--- config.mk ---
export PLATFORM = sky130hd
export DESIGN_NAME = ariscv_ctrl_ring
export DESIGN_NICKNAME = d
export VERILOG_FILES = /design/src/rtl/ariscv_ctrl_pkg.sv /design/src/rtl/ariscv_ctrl_stage.sv /design/src/rtl/ariscv_ctrl_ring.sv
export SDC_FILE = /design/constraint.sdc
export NUM_CORES = 1
export LEC_CHECK = 0
export ABC_AREA = 1
export CELL_PAD_IN_SITES_DETAIL_PLACEMENT = 0
export CELL_PAD_IN_SITES_GLOBAL_PLACEMENT = 1
export CORE_MARGIN = 4
export CORE_UTILIZATION = 38
export DETAILED_ROUTE_END_ITERATION = 8
export PLACE_DENSITY_LB_ADDON = 0.1
export SLEW_MARGIN = 0
export SYNTH_ARGS = -nofsm -noshare
export SYNTH_HDL_FRONTEND = slang
export SYNTH_HIERARCHICAL = 1
export SYNTH_SLANG_ARGS = --single-unit
--- constraint.sdc ---
create_clock -name clk -period 2.1 [get_ports clk]
set_input_delay 0.525 -clock clk [delete_from_list [all_inputs] [get_ports clk]]
set_output_delay 0.525 -clock clk [all_outputs]
set_load 0.02 [all_outputs]
--- src/rtl/ariscv_ctrl_pkg.sv ---
// Shared constants, types and ring-index helper for the clocked async control-path token ring.
package ariscv_ctrl_pkg;

  localparam int DELAY_W_DEF = 4;

  typedef logic [DELAY_W_DEF-1:0] delay_t;

  function automatic int idx_next(input int k, input int n);
    return (k + 1) % n;
  endfunction

endpackage

--- src/rtl/ariscv_ctrl_stage.sv ---
// One half-buffer ring stage: full flag, hold-delay down-counter and a one-cycle arrival pulse.
module ariscv_ctrl_stage
  import ariscv_ctrl_pkg::*;
#(
  parameter int DELAY_W   = DELAY_W_DEF,
  parameter bit INIT_FULL = 1'b0
) (
  input  logic               clk,
  input  logic               rst_async_n,
  input  logic               en_i,
  input  logic               in_valid_i,
  input  logic               next_full_i,
  input  logic [DELAY_W-1:0] delay_i,
  output logic               full_o,
  output logic               aclk_o,
  output logic               send_o
);

  logic               full_q, full_d;
  logic               aclk_q, aclk_d;
  logic [DELAY_W-1:0] cnt_q, cnt_d;

  // Successor occupancy is the pre-edge value, so a stage vacated on this
  // edge is never refilled on the same edge.
  assign send_o = en_i & full_q & (cnt_q == '0) & ~next_full_i;
  assign full_o = full_q;
  assign aclk_o = aclk_q & en_i;

  always_comb begin
    // NOTE: every _d gets a default before any branch, so no path can infer a latch.
    full_d = full_q;
    cnt_d  = cnt_q;
    aclk_d = 1'b0;
    if (in_valid_i) begin
      full_d = 1'b1;
      cnt_d  = delay_i;
      aclk_d = 1'b1;
    end else if (send_o) begin
      full_d = 1'b0;
    end else if (en_i && full_q && (cnt_q != '0)) begin
      cnt_d = cnt_q - 1'b1;
    end
  end

  // NOTE: state registers use non-blocking assignments and take the async reset;
  // blocking here would create ordering races between stages.
  always_ff @(posedge clk or negedge rst_async_n) begin
    if (!rst_async_n) begin
      full_q <= INIT_FULL;
      cnt_q  <= '0;
      aclk_q <= 1'b0;
    end else begin
      full_q <= full_d;
      cnt_q  <= cnt_d;
      aclk_q <= aclk_d;
    end
  end

endmodule

--- src/rtl/ariscv_ctrl_ring.sv ---
// Closed ring of NUM_STAGES half-buffer stages carrying TOKENS tokens with programmable link delays.
// Optional lap counter on stage 0 arrivals: define ARISCV_CTRL_LAP_CNT_EN to add o_laps.
module ariscv_ctrl_ring
  import ariscv_ctrl_pkg::*;
#(
  parameter int NUM_STAGES = 6,
  parameter int TOKENS     = 1,
  parameter int DELAY_W    = DELAY_W_DEF
) (
  input  logic                          clk,
  input  logic                          rst_async_n,
  input  logic                          i_en,
  input  logic [NUM_STAGES*DELAY_W-1:0] i_delay,
  output logic [NUM_STAGES-1:0]         o_aclk,
  output logic [NUM_STAGES-1:0]         o_full
`ifdef ARISCV_CTRL_LAP_CNT_EN
  ,
  output logic [31:0]                   o_laps
`endif
);

  logic [NUM_STAGES-1:0] send;

  if (NUM_STAGES < 2 || TOKENS < 1 || TOKENS >= NUM_STAGES) begin : g_bad_params
    $error("ariscv_ctrl_ring: need NUM_STAGES>=2 and 1<=TOKENS<NUM_STAGES");
  end

  // Stage k receives from its predecessor and watches its successor's occupancy.
  for (genvar k = 0; k < NUM_STAGES; k++) begin : g_stage
    localparam int NXT = idx_next(k, NUM_STAGES);
    localparam int PRV = (k + NUM_STAGES - 1) % NUM_STAGES;

    ariscv_ctrl_stage #(
      .DELAY_W  (DELAY_W),
      .INIT_FULL(k < TOKENS)
    ) u_stage (
      .clk        (clk),
      .rst_async_n(rst_async_n),
      .en_i       (i_en),
      .in_valid_i (send[PRV]),
      .next_full_i(o_full[NXT]),
      .delay_i    (i_delay[k*DELAY_W +: DELAY_W]),
      .full_o     (o_full[k]),
      .aclk_o     (o_aclk[k]),
      .send_o     (send[k])
    );
  end

`ifdef ARISCV_CTRL_LAP_CNT_EN
  logic [31:0] laps_q;

  always_ff @(posedge clk or negedge rst_async_n) begin
    if (!rst_async_n)   laps_q <= '0;
    else if (o_aclk[0]) laps_q <= laps_q + 32'd1;
  end

  assign o_laps = laps_q;
`endif

  // Tokens are neither created nor destroyed by any transfer.
  a_token_count : assert property (@(posedge clk) disable iff (!rst_async_n)
                                   $countones(o_full) == TOKENS)
    else $error("ariscv_ctrl_ring: token count changed");

endmodule

==> results.sh, run 1 <==
export IMPL_htreeDepth=2
export IMPL_io_pins=39
export IMPL_cp_slowest_cell="clkdlybuf4s50_1"
export IMPL_seq_area_frac_synth=0.435
export IMPL_synth_area_leaders="dfrtp_1 (42%), nand2_1 (14%), inv_1 (6.5%)"
export IMPL_worst_path_buf_inv=1
export IMPL_drt_drc_violations_left=0
export IMPL_clk_pin_slew_worst_paths_ps=70
export IMPL_slew_viol_final=0
export IMPL_max_slew_margin=0.689
export IMPL_cp_required_ps=1570
export IMPL_worstSetupPathType="flip-flop to output pin"
export IMPL_portBuffers=38
export IMPL_drive_above_1_share=0.208
export IMPL_cp_end_kind="output pin"
export IMPL_worst_slew_pin_slew_ps=466
export IMPL_grt_usage=0.145
export IMPL_drtAntennaViolNets=0
export IMPL_cts_sinks=36
export IMPL_grt_max_degree=37
export IMPL_initial_core_util=0.398
export IMPL_synth_area_mux_share=0
export IMPL_place_area_mm2=0.00268
export IMPL_fmax_mhz=502
export IMPL_ys_flop_type="dfrtp_1"
export IMPL_synth_adder_area_share=0.0362
export IMPL_num_antenna_cells=0
export IMPL_grt_overflow_total=0
export IMPL_r2r_start="g_stage[2].u_stage/cnt_q[0]"
export IMPL_cts_buffers=5
export IMPL_hold_path_class="input pin to asynchronous set/reset pin"
export IMPL_rrSetupSlack_ps=540
export IMPL_hpwl_um=3250
export IMPL_nets=359
export IMPL_areaGrowthSynthToFinish_pct=32.5
export IMPL_critPathMaxStageDelay_ps=620
export IMPL_dieArea_mm2=0.00670
export IMPL_vias=1777
export IMPL_clock_skew_ps=7.38
export IMPL_status="complete, no violations"
export IMPL_grt_pass1_vias=1758
export IMPL_postCtsSetupBuffers=0
export IMPL_worstPathMaxFanout=4
export IMPL_min_period_ps=1990
export IMPL_setup_viol=0
export IMPL_antenna_found_initial=0
export IMPL_synth_most_common_cell="nand2_1"
export IMPL_period_share=0.949
export IMPL_ir_drop_mv=0.533
export IMPL_worst_ep_arrival_time_ps=1470
export IMPL_fin_area_mm2=0.00275
export IMPL_synthTopCellsByCount="nand2_1 (78), inv_1 (36), dfrtp_1 (35)"
export IMPL_clock_latency_ps=290
export IMPL_synth_compound_area_frac=0.0724
export IMPL_drtIter0Drc=35
export IMPL_r2r_end="g_stage[3].u_stage/cnt_q[0]"
export IMPL_cp_top_family="buffers and inverters"
export IMPL_wl_per_cell_um=10.7
export IMPL_hold_viol=0
export IMPL_place_inst=389
export IMPL_max_cap_viol_count=0
export IMPL_synthCells=264
export IMPL_viasPerCell=4.48
export IMPL_synth_top_cell_by_area="dfrtp_1"
export IMPL_first_pass_iters=4
export IMPL_layoutNonFillerInstCount=397
export IMPL_synth_xor_area_share=0.0253
export IMPL_clk_path_buf_depth=2
export IMPL_avgSynthCellArea_um2=7.85
export IMPL_die_w_um=81.9
export IMPL_synthSimpleGateAreaFrac=0.366
export IMPL_wl_um=4250
export IMPL_start_kind="flip-flop"
export IMPL_syn_area_mm2=0.00207
export IMPL_place_congestion=0.797
export IMPL_yosys_area_top_type_share=0.422
export IMPL_grt_pass1_wl_um=7560
export IMPL_synthesis_nets=297
export IMPL_synth_cell_types=15
export IMPL_rows=26
export IMPL_core_mm2=0.00520
export IMPL_cts_root_buf="clkbuf_8"
export IMPL_die_h_um=81.9
export IMPL_yosysWarnings=6
export IMPL_synthArstFlopShare=1.00
export IMPL_synth_edf_count=0
export IMPL_tritoncts="built"
export IMPL_synth_top_family_by_area="simple AND/OR/NAND/NOR gates"
export IMPL_path_cells="clkdlybuf4s50_1"
export IMPL_leakage_nw=1.39
export IMPL_ys_ff_latch=36
export IMPL_p_per_area_mw_per_mm2=1060
export IMPL_worstRegToRegCells=9
export IMPL_rsz0062_at_grt="false"
-- area by class of cell --
class	count	area, um^2
Timing Repair Buffer	55	485
Clock buffer	8	100
Inverter	36	135
Sequential cell	36	902
Tap cell	70	87.6
Fill cell	522	2460
Multi-Input combinational cell	192	1040
-- report_power, final --
part	total (mW)	switching [mW]	internal (mW)	leakage (nW)
combinational	1.24	0.699	0.545	0.905
clock	0.547	0.248	0.300	0.0515
sequential	1.11	0.187	0.920	0.434
-- logic make-up (layout without fill, tap and decap cells) --
logic type                 after synthesis  after routing
and+or+nand+nor                        150            150
buffers and inverters                   36             99
DFF                                     36             36
AOI/OAI and AO/OA                       30             30
xor gates and xnor gates                 6              6
adders and majority gates                6              6
-- what timing repair did --
| action | CTS | global route |
|---|---|---|
| gates resized for setup | 13 | 6 |
| hold buffers | 0 | 0 |
| setup endpoints to repair | 6 | 6 |
-- per-layer routing --
metal | GRT usage | vias to the layer above | part of all wire
met5 | 0 | - | 0
met4 | 0.0399 | 0 | 0.0085
met3 | 0.0493 | 4 | 0.052
met2 | 0.223 | 27 | 0.43
met1 | 0.195 | 786 | 0.51
li1 | - | 960 | -
-- flip-flops by register name, summed over array words and instances, names as in the netlist --
signal / flops
g_stage.u_stage/full_o: 6
g_stage.u_stage/cnt_q: 24
g_stage.u_stage/aclk_q: 6
-- worst max path at each step --
| stage | from | endpoint | cells after the start |
|---|---|---|---|
| 6_report | g_stage[0].u_stage/full_o | o_full[0] | 1 |
| 5_1_grt | g_stage[0].u_stage/full_o | o_full[0] | 1 |
| 4_1_cts | i_en | o_aclk[1] | 5 |
| 3_5_place_dp | i_en | o_aclk[3] | 5 |
| 3_3_place_gp | i_en | o_aclk[3] | 5 |
| 2_1_floorplan | g_stage[0].u_stage/full_o | g_stage[1].u_stage/cnt_q[2] | 5 |
-- stage by stage --
step | TNS, ps | hold slack, ps | utilization | total power, mW | setup WS, ps
5_1_grt | 0 | 294 | 0.528 | 3.22 | 56.7
6_report | 0 | 267 | 0.528 | 2.90 | 106
3_3_place_gp | -1940 | 503 | 0.514 | 2.35 | -306
2_1_floorplan | 0 | 229 | - | 2.10 | 571
4_1_cts | 0 | 289 | 0.534 | 2.93 | 15.2
3_5_place_dp | -2170 | 507 | 0.514 | 2.37 | -307
-- cells in the final DEF, fill, tap and decap left out, types with 6 or more instances in the layout --
cell	count
nand2_1	78
inv_1	36
dfrtp_1	35
clkdlybuf4s50_1	31
nand3_1	24
o21ai_1	18
buf_4	16
nor2_2	12
nand2_2	12
o21ai_0	12
clkbuf_8	7
nor3_2	6
nand2_4	6
nor2_1	6
nand3b_1	6
xor2_1	6
ha_1	6
-- worst reg2reg max path, stage by stage (launching register included) --
cell and delay (ps):
dfrtp_1 380, inv_1 120, ha_1 220, nand2_2 100, nor3_2 200, buf_4 190
nand2_1 50, o21ai_0 70, nand2_1 70, o21ai_1 80
Power figures use the tool's default switching activity.
==> run 2, diff against run 1 <==
- CORE_UTILIZATION: 38 -> 34
- clock period: 2.1 -> 1.7 ns (I/O delays scaled with it)
==> results.sh, run 2 (synthesized netlist as in run 1, its figures left out) <==
export IMPL_status="complete, no violations"
export IMPL_min_period_ps=1610
export IMPL_hpwl_um=3330
export IMPL_viasPerCell=4.43
export IMPL_grt_usage=0.129
export IMPL_layout_common_cells="nand2_1 (78), inv_1 (36), dfrtp_1 (35)"
export IMPL_regMostFlops="g_stage.u_stage/cnt_q"
export IMPL_p_per_area_mw_per_mm2=1260
export IMPL_max_cap_viol_count=0
export IMPL_worst_path_buf_inv=5
export IMPL_grt_pass1_wl_um=7530
export IMPL_portBuffers=38
export IMPL_htreeDepth=2
export IMPL_grt_max_degree=37
export IMPL_cp_slowest_cell="dlygate4sd2_1"
export IMPL_largest_reg_flops=24
export IMPL_critPathMaxStageDelay_ps=260
export IMPL_clock_latency_ps=290
export IMPL_slew_viol_final=0
export IMPL_period_share=0.949
export IMPL_start_kind="input pin"
export IMPL_hold_path_class="input pin to asynchronous set/reset pin"
export IMPL_first_pass_iters=4
export IMPL_areaGrowthSynthToFinish_pct=37.1
export IMPL_leakage_nw=1.42
export IMPL_layoutNonFillerInstCount=408
export IMPL_setup_tns_ps=0
export IMPL_grt_pass1_vias=1633
export IMPL_rsz0062_at_grt="false"
export IMPL_hold_buffers=0
export IMPL_rows=28
export IMPL_worst_slew_pin_slew_ps=503
export IMPL_final_util=0.480
export IMPL_worstPathMaxFanout=9
export IMPL_clock_skew_ps=6.71
export IMPL_wl_per_cell_um=11.0
export IMPL_antenna_found_initial=0
export IMPL_worstSetupPathType="input pin to output pin"
export IMPL_io_pins=39
export IMPL_nets=366
export IMPL_drtAntennaViolNets=0
export IMPL_place_area_mm2=0.00273
export IMPL_die_h_um=86.1
export IMPL_drt_drc_violations_left=0
export IMPL_core_mm2=0.00592
export IMPL_path_cells="dlygate4sd2_1 > buf_12 > buf_12 > nand2_1 > inv_1 > buf_4"
export IMPL_fin_area_mm2=0.00284
export IMPL_drtIter0Drc=51
export IMPL_place_inst=400
export IMPL_cts_buffers=5
export IMPL_ir_drop_mv=0.585
export IMPL_final_common_cell="nand2_1"
export IMPL_hold_viol=0
export IMPL_place_congestion=0.749
export IMPL_wl_um=4510
export IMPL_cp_required_ps=1270
export IMPL_cpMostUsedCell="buf_12"
export IMPL_cts_sinks=36
export IMPL_vias=1806
export IMPL_setup_viol=0
export IMPL_fmax_mhz=620
export IMPL_dieArea_mm2=0.00741
export IMPL_drive_above_1_share=0.219
export IMPL_grt_overflow_total=0
export IMPL_num_antenna_cells=0
export IMPL_cp_end_kind="output pin"
export IMPL_worst_ep_arrival_time_ps=1190
export IMPL_clk_pin_slew_worst_paths_ps=70
export IMPL_tritoncts="built"
export IMPL_die_w_um=86.1
export IMPL_cts_root_buf="clkbuf_8"
export IMPL_initial_core_util=0.350
export IMPL_cp_top_family="buffers and inverters"
export IMPL_clk_path_buf_depth=2
export IMPL_max_slew_margin=0.665
==> run 2: where the power goes <==
| group | switching (mW) | leakage [nW] | internal (mW) | total [mW] |
|---|---|---|---|---|
| Clock | 0.317 | 0.0503 | 0.361 | 0.678 |
| Sequential | 0.230 | 0.434 | 1.14 | 1.37 |
| Combinational | 0.874 | 0.936 | 0.678 | 1.55 |
==> run 2: area by class of cell <==
cell class,instances,area (um^2)
Tap cell,75,93.8
Timing Repair Buffer,62,573
Sequential cell,36,902
Fill cell,601,3080
Inverter,36,135
Multi-Input combinational cell,192,1040
Clock buffer,7,96.3
==> run 2: path summary, 6_finish.rpt <==
path / cells after the start / to / startpoint / slack [ps]
max in group asynchronous: 2 / g_stage[0].u_stage/full_o / rst_async_n / 1150
worst min register to register: 2 / g_stage[3].u_stage/cnt_q[1] / g_stage[3].u_stage/cnt_q[1] / 550
worst min-delay path: 2 / g_stage[1].u_stage/cnt_q[1] / rst_async_n / 180
min in group clk: 2 / g_stage[3].u_stage/cnt_q[1] / g_stage[3].u_stage/cnt_q[1] / 550
worst max-delay path: 6 / o_aclk[4] / i_en / 90
worst max register to register: 9 / g_stage[0].u_stage/cnt_q[1] / g_stage[5].u_stage/cnt_q[0] / 160
==> run 2: through the flow <==
step	power, mW	hold WS [ps]	worst slack [ps]
finish	3.60	177	86.8
floorplan	2.59	129	171
global placement	2.91	518	-521
CTS	3.64	202	77.0
detailed placement	2.94	518	-509
global route	3.92	216	5.06
==> run 2: what timing repair did <==
| action | 4_1_cts | 5_1_grt |
|---|---|---|
| endpoints found under the setup margin | 14 | 1 |
| endpoints found under the hold margin | 0 | 0 |
| setup buffers | 1 | 0 |
| resized for setup | 25 | 1 |
==> run 2: layer usage <==
layer  wire length [um]  up-vias  GRT usage
met5                  0        -          0
met3                207        5     0.0394
met2               1950       32      0.191
met1               2300      797      0.176
li1                   -      972          -
met4                 54        0     0.0475
==> run 3, diff against run 2 <==
- CORE_UTILIZATION: 34 -> 41
- DONT_BUFFER_PORTS: default -> 1
- PLACE_DENSITY: default -> 0.77
- PLACE_DENSITY_LB_ADDON: 0.1 -> default
==> results.sh, run 3 (synthesized netlist as in run 1, its figures left out) <==
export IMPL_status="complete, no violations"
export IMPL_startpoint="g_stage[2].u_stage/cnt_q[0]"
export IMPL_cp_required_ps=1900
export IMPL_worst_ep_arrival_time_ps=1730
export IMPL_areaGrowthSynthToFinish_pct=15.6
export IMPL_hold_path_class="input pin to flip-flop"
export IMPL_num_antenna_cells=0
export IMPL_highest_layer="met4"
export IMPL_worstPathMaxFanout=9
export IMPL_p_per_area_mw_per_mm2=1450
export IMPL_portBuffers=0
export IMPL_rsz0062_at_grt="true"
export IMPL_p_total_mw=3.47
export IMPL_grt_max_degree=37
export IMPL_dieArea_mm2=0.00626
export IMPL_place_inst=345
export IMPL_cts_buffers=5
export IMPL_grt_usage=0.154
export IMPL_place_area_mm2=0.00226
export IMPL_grt_pass1_wl_um=7580
export IMPL_start_kind="flip-flop"
export IMPL_place_congestion=0.795
export IMPL_layoutNonFillerInstCount=355
export IMPL_leakage_nw=1.23
export IMPL_wl_per_cell_um=11.9
export IMPL_vias=1635
export IMPL_antenna_found_initial=0
export IMPL_cts_sinks=36
export IMPL_max_slew_margin=0.817
export IMPL_worst_hold_path_num_cells=2
export IMPL_drive_above_1_share=0.201
export IMPL_fin_area_mm2=0.00240
export IMPL_clk_path_buf_depth=2
export IMPL_r2r_start="g_stage[2].u_stage/cnt_q[0]"
export IMPL_die_h_um=79.1
export IMPL_regMostFlops="g_stage.u_stage/cnt_q"
export IMPL_first_pass_iters=4
export IMPL_layout_common_cells="nand2_1 (78), inv_1 (36), dfrtp_1 (35)"
export IMPL_initial_core_util=0.430
export IMPL_clock_skew_ps=3.97
export IMPL_met3WireLength_um=244
export IMPL_die_w_um=79.1
export IMPL_htreeDepth=2
export IMPL_drtAntennaViolNets=0
export IMPL_wl_um=4230
export IMPL_ir_drop_mv=0.606
export IMPL_period_share=0.900
export IMPL_hold_viol=0
export IMPL_clock_latency_ps=280
export IMPL_slew_viol_final=0
export IMPL_drtIter0Drc=32
export IMPL_core_mm2=0.00482
export IMPL_rrSetupSlack_ps=170
export IMPL_viasPerCell=4.61
export IMPL_setup_viol=0
export IMPL_worst_slew_pin_slew_ps=275
export IMPL_setup_tns_ps=0
export IMPL_postCtsSetupBuffers=0
export IMPL_final_common_cell="nand2_1"
export IMPL_rows=25
export IMPL_r2r_end="g_stage[3].u_stage/cnt_q[1]"
export IMPL_worstSetupPathType="flip-flop to flip-flop"
export IMPL_route_met2_wl_um=1890
export IMPL_largest_reg_flops=24
export IMPL_clk_pin_slew_worst_paths_ps=70
export IMPL_nets=320
export IMPL_grt_pass1_vias=1649
export IMPL_worstRegToRegCells=9
export IMPL_min_delay_start="i_delay[15]"
export IMPL_cts_root_buf="clkbuf_8"
export IMPL_tritoncts="built"
export IMPL_wl_met1_um=2050
export IMPL_grt_overflow_total=0
export IMPL_hold_slack_ps=274
export IMPL_io_pins=39
export IMPL_max_cap_viol_count=0
export IMPL_min_period_ps=1530
export IMPL_min_to="g_stage[3].u_stage/cnt_q[3]"
export IMPL_cp_end_kind="flip-flop"
export IMPL_fmax_mhz=653
export IMPL_drt_drc_violations_left=0
export IMPL_hpwl_um=3210
[run 3: changes by cell type in the layout (fill, tap and decap cells not counted), moves of 2 or more]
cell / delta
nor3_4: +2
clkdlybuf4s15_1: -2
nor3_2: -2
buf_4: -10
dlygate4sd2_1: -7
clkdlybuf4s15_2: -3
clkbuf_1: +3
clkdlybuf4s50_1: -24
clkbuf_8: -2
[run 3: final cells by class]
| cell class | instances | area, um^2 |
|---|---|---|
| clock buffer | 8 | 80.1 |
| fill | 508 | 2420 |
| inverter | 36 | 135 |
| multi-input combinational | 192 | 1060 |
| sequential | 36 | 902 |
| tap | 67 | 83.8 |
| timing repair buffer | 16 | 139 |
[run 3: worst max-delay path by stage]
stage / endpoint / slack (ps) / depth (start not counted)
global placement: g_stage[4].u_stage/cnt_q[0] / 150 / 9
floorplan: g_stage[1].u_stage/cnt_q[2] / 170 / 5
finish: g_stage[3].u_stage/cnt_q[1] / 170 / 9
detailed placement: g_stage[3].u_stage/cnt_q[1] / 150 / 9
CTS: g_stage[4].u_stage/cnt_q[0] / 130 / 9
global route: g_stage[5].u_stage/cnt_q[0] / -20 / 9
[run 3: metrics by stage]
| step | utilization | setup WS (ps) |
|---|---|---|
| floorplan | - | 171 |
| global placement | 0.470 | 152 |
| detailed placement | 0.470 | 151 |
| CTS | 0.492 | 127 |
| global route | 0.498 | -17.9 |
| finish | 0.498 | 169 |
[run 3: report_power, final]
part | internal (mW) | switching [mW] | leakage (nW)
registers | 1.14 | 0.240 | 0.434
logic | 0.637 | 0.872 | 0.758
clock network | 0.291 | 0.292 | 0.0395
total | 2.06 | 1.40 | 1.23
[run 3: metal layers]
metal | up-vias | track usage
li1 | 888 | -
met1 | 712 | 0.202
met2 | 31 | 0.242
met3 | 4 | 0.0533
met4 | 0 | 0.0412
met5 | - | 0
[run 3: worst max-delay path: stages, from the launching register on]
cell     delay, ps
dfrtp_1        380
inv_1          110
ha_1           220
nand2_2        110
nor3_4         160
buf_6          160
inv_1           80
nand2_2        110
nand2_1         60
o21ai_1         80
[run 3: repair_timing]
action                     CTS  global route
resized for setup            0             5
setup endpoints to repair    0             5
hold endpoints to repair    36             0
hold buffers                 2             0
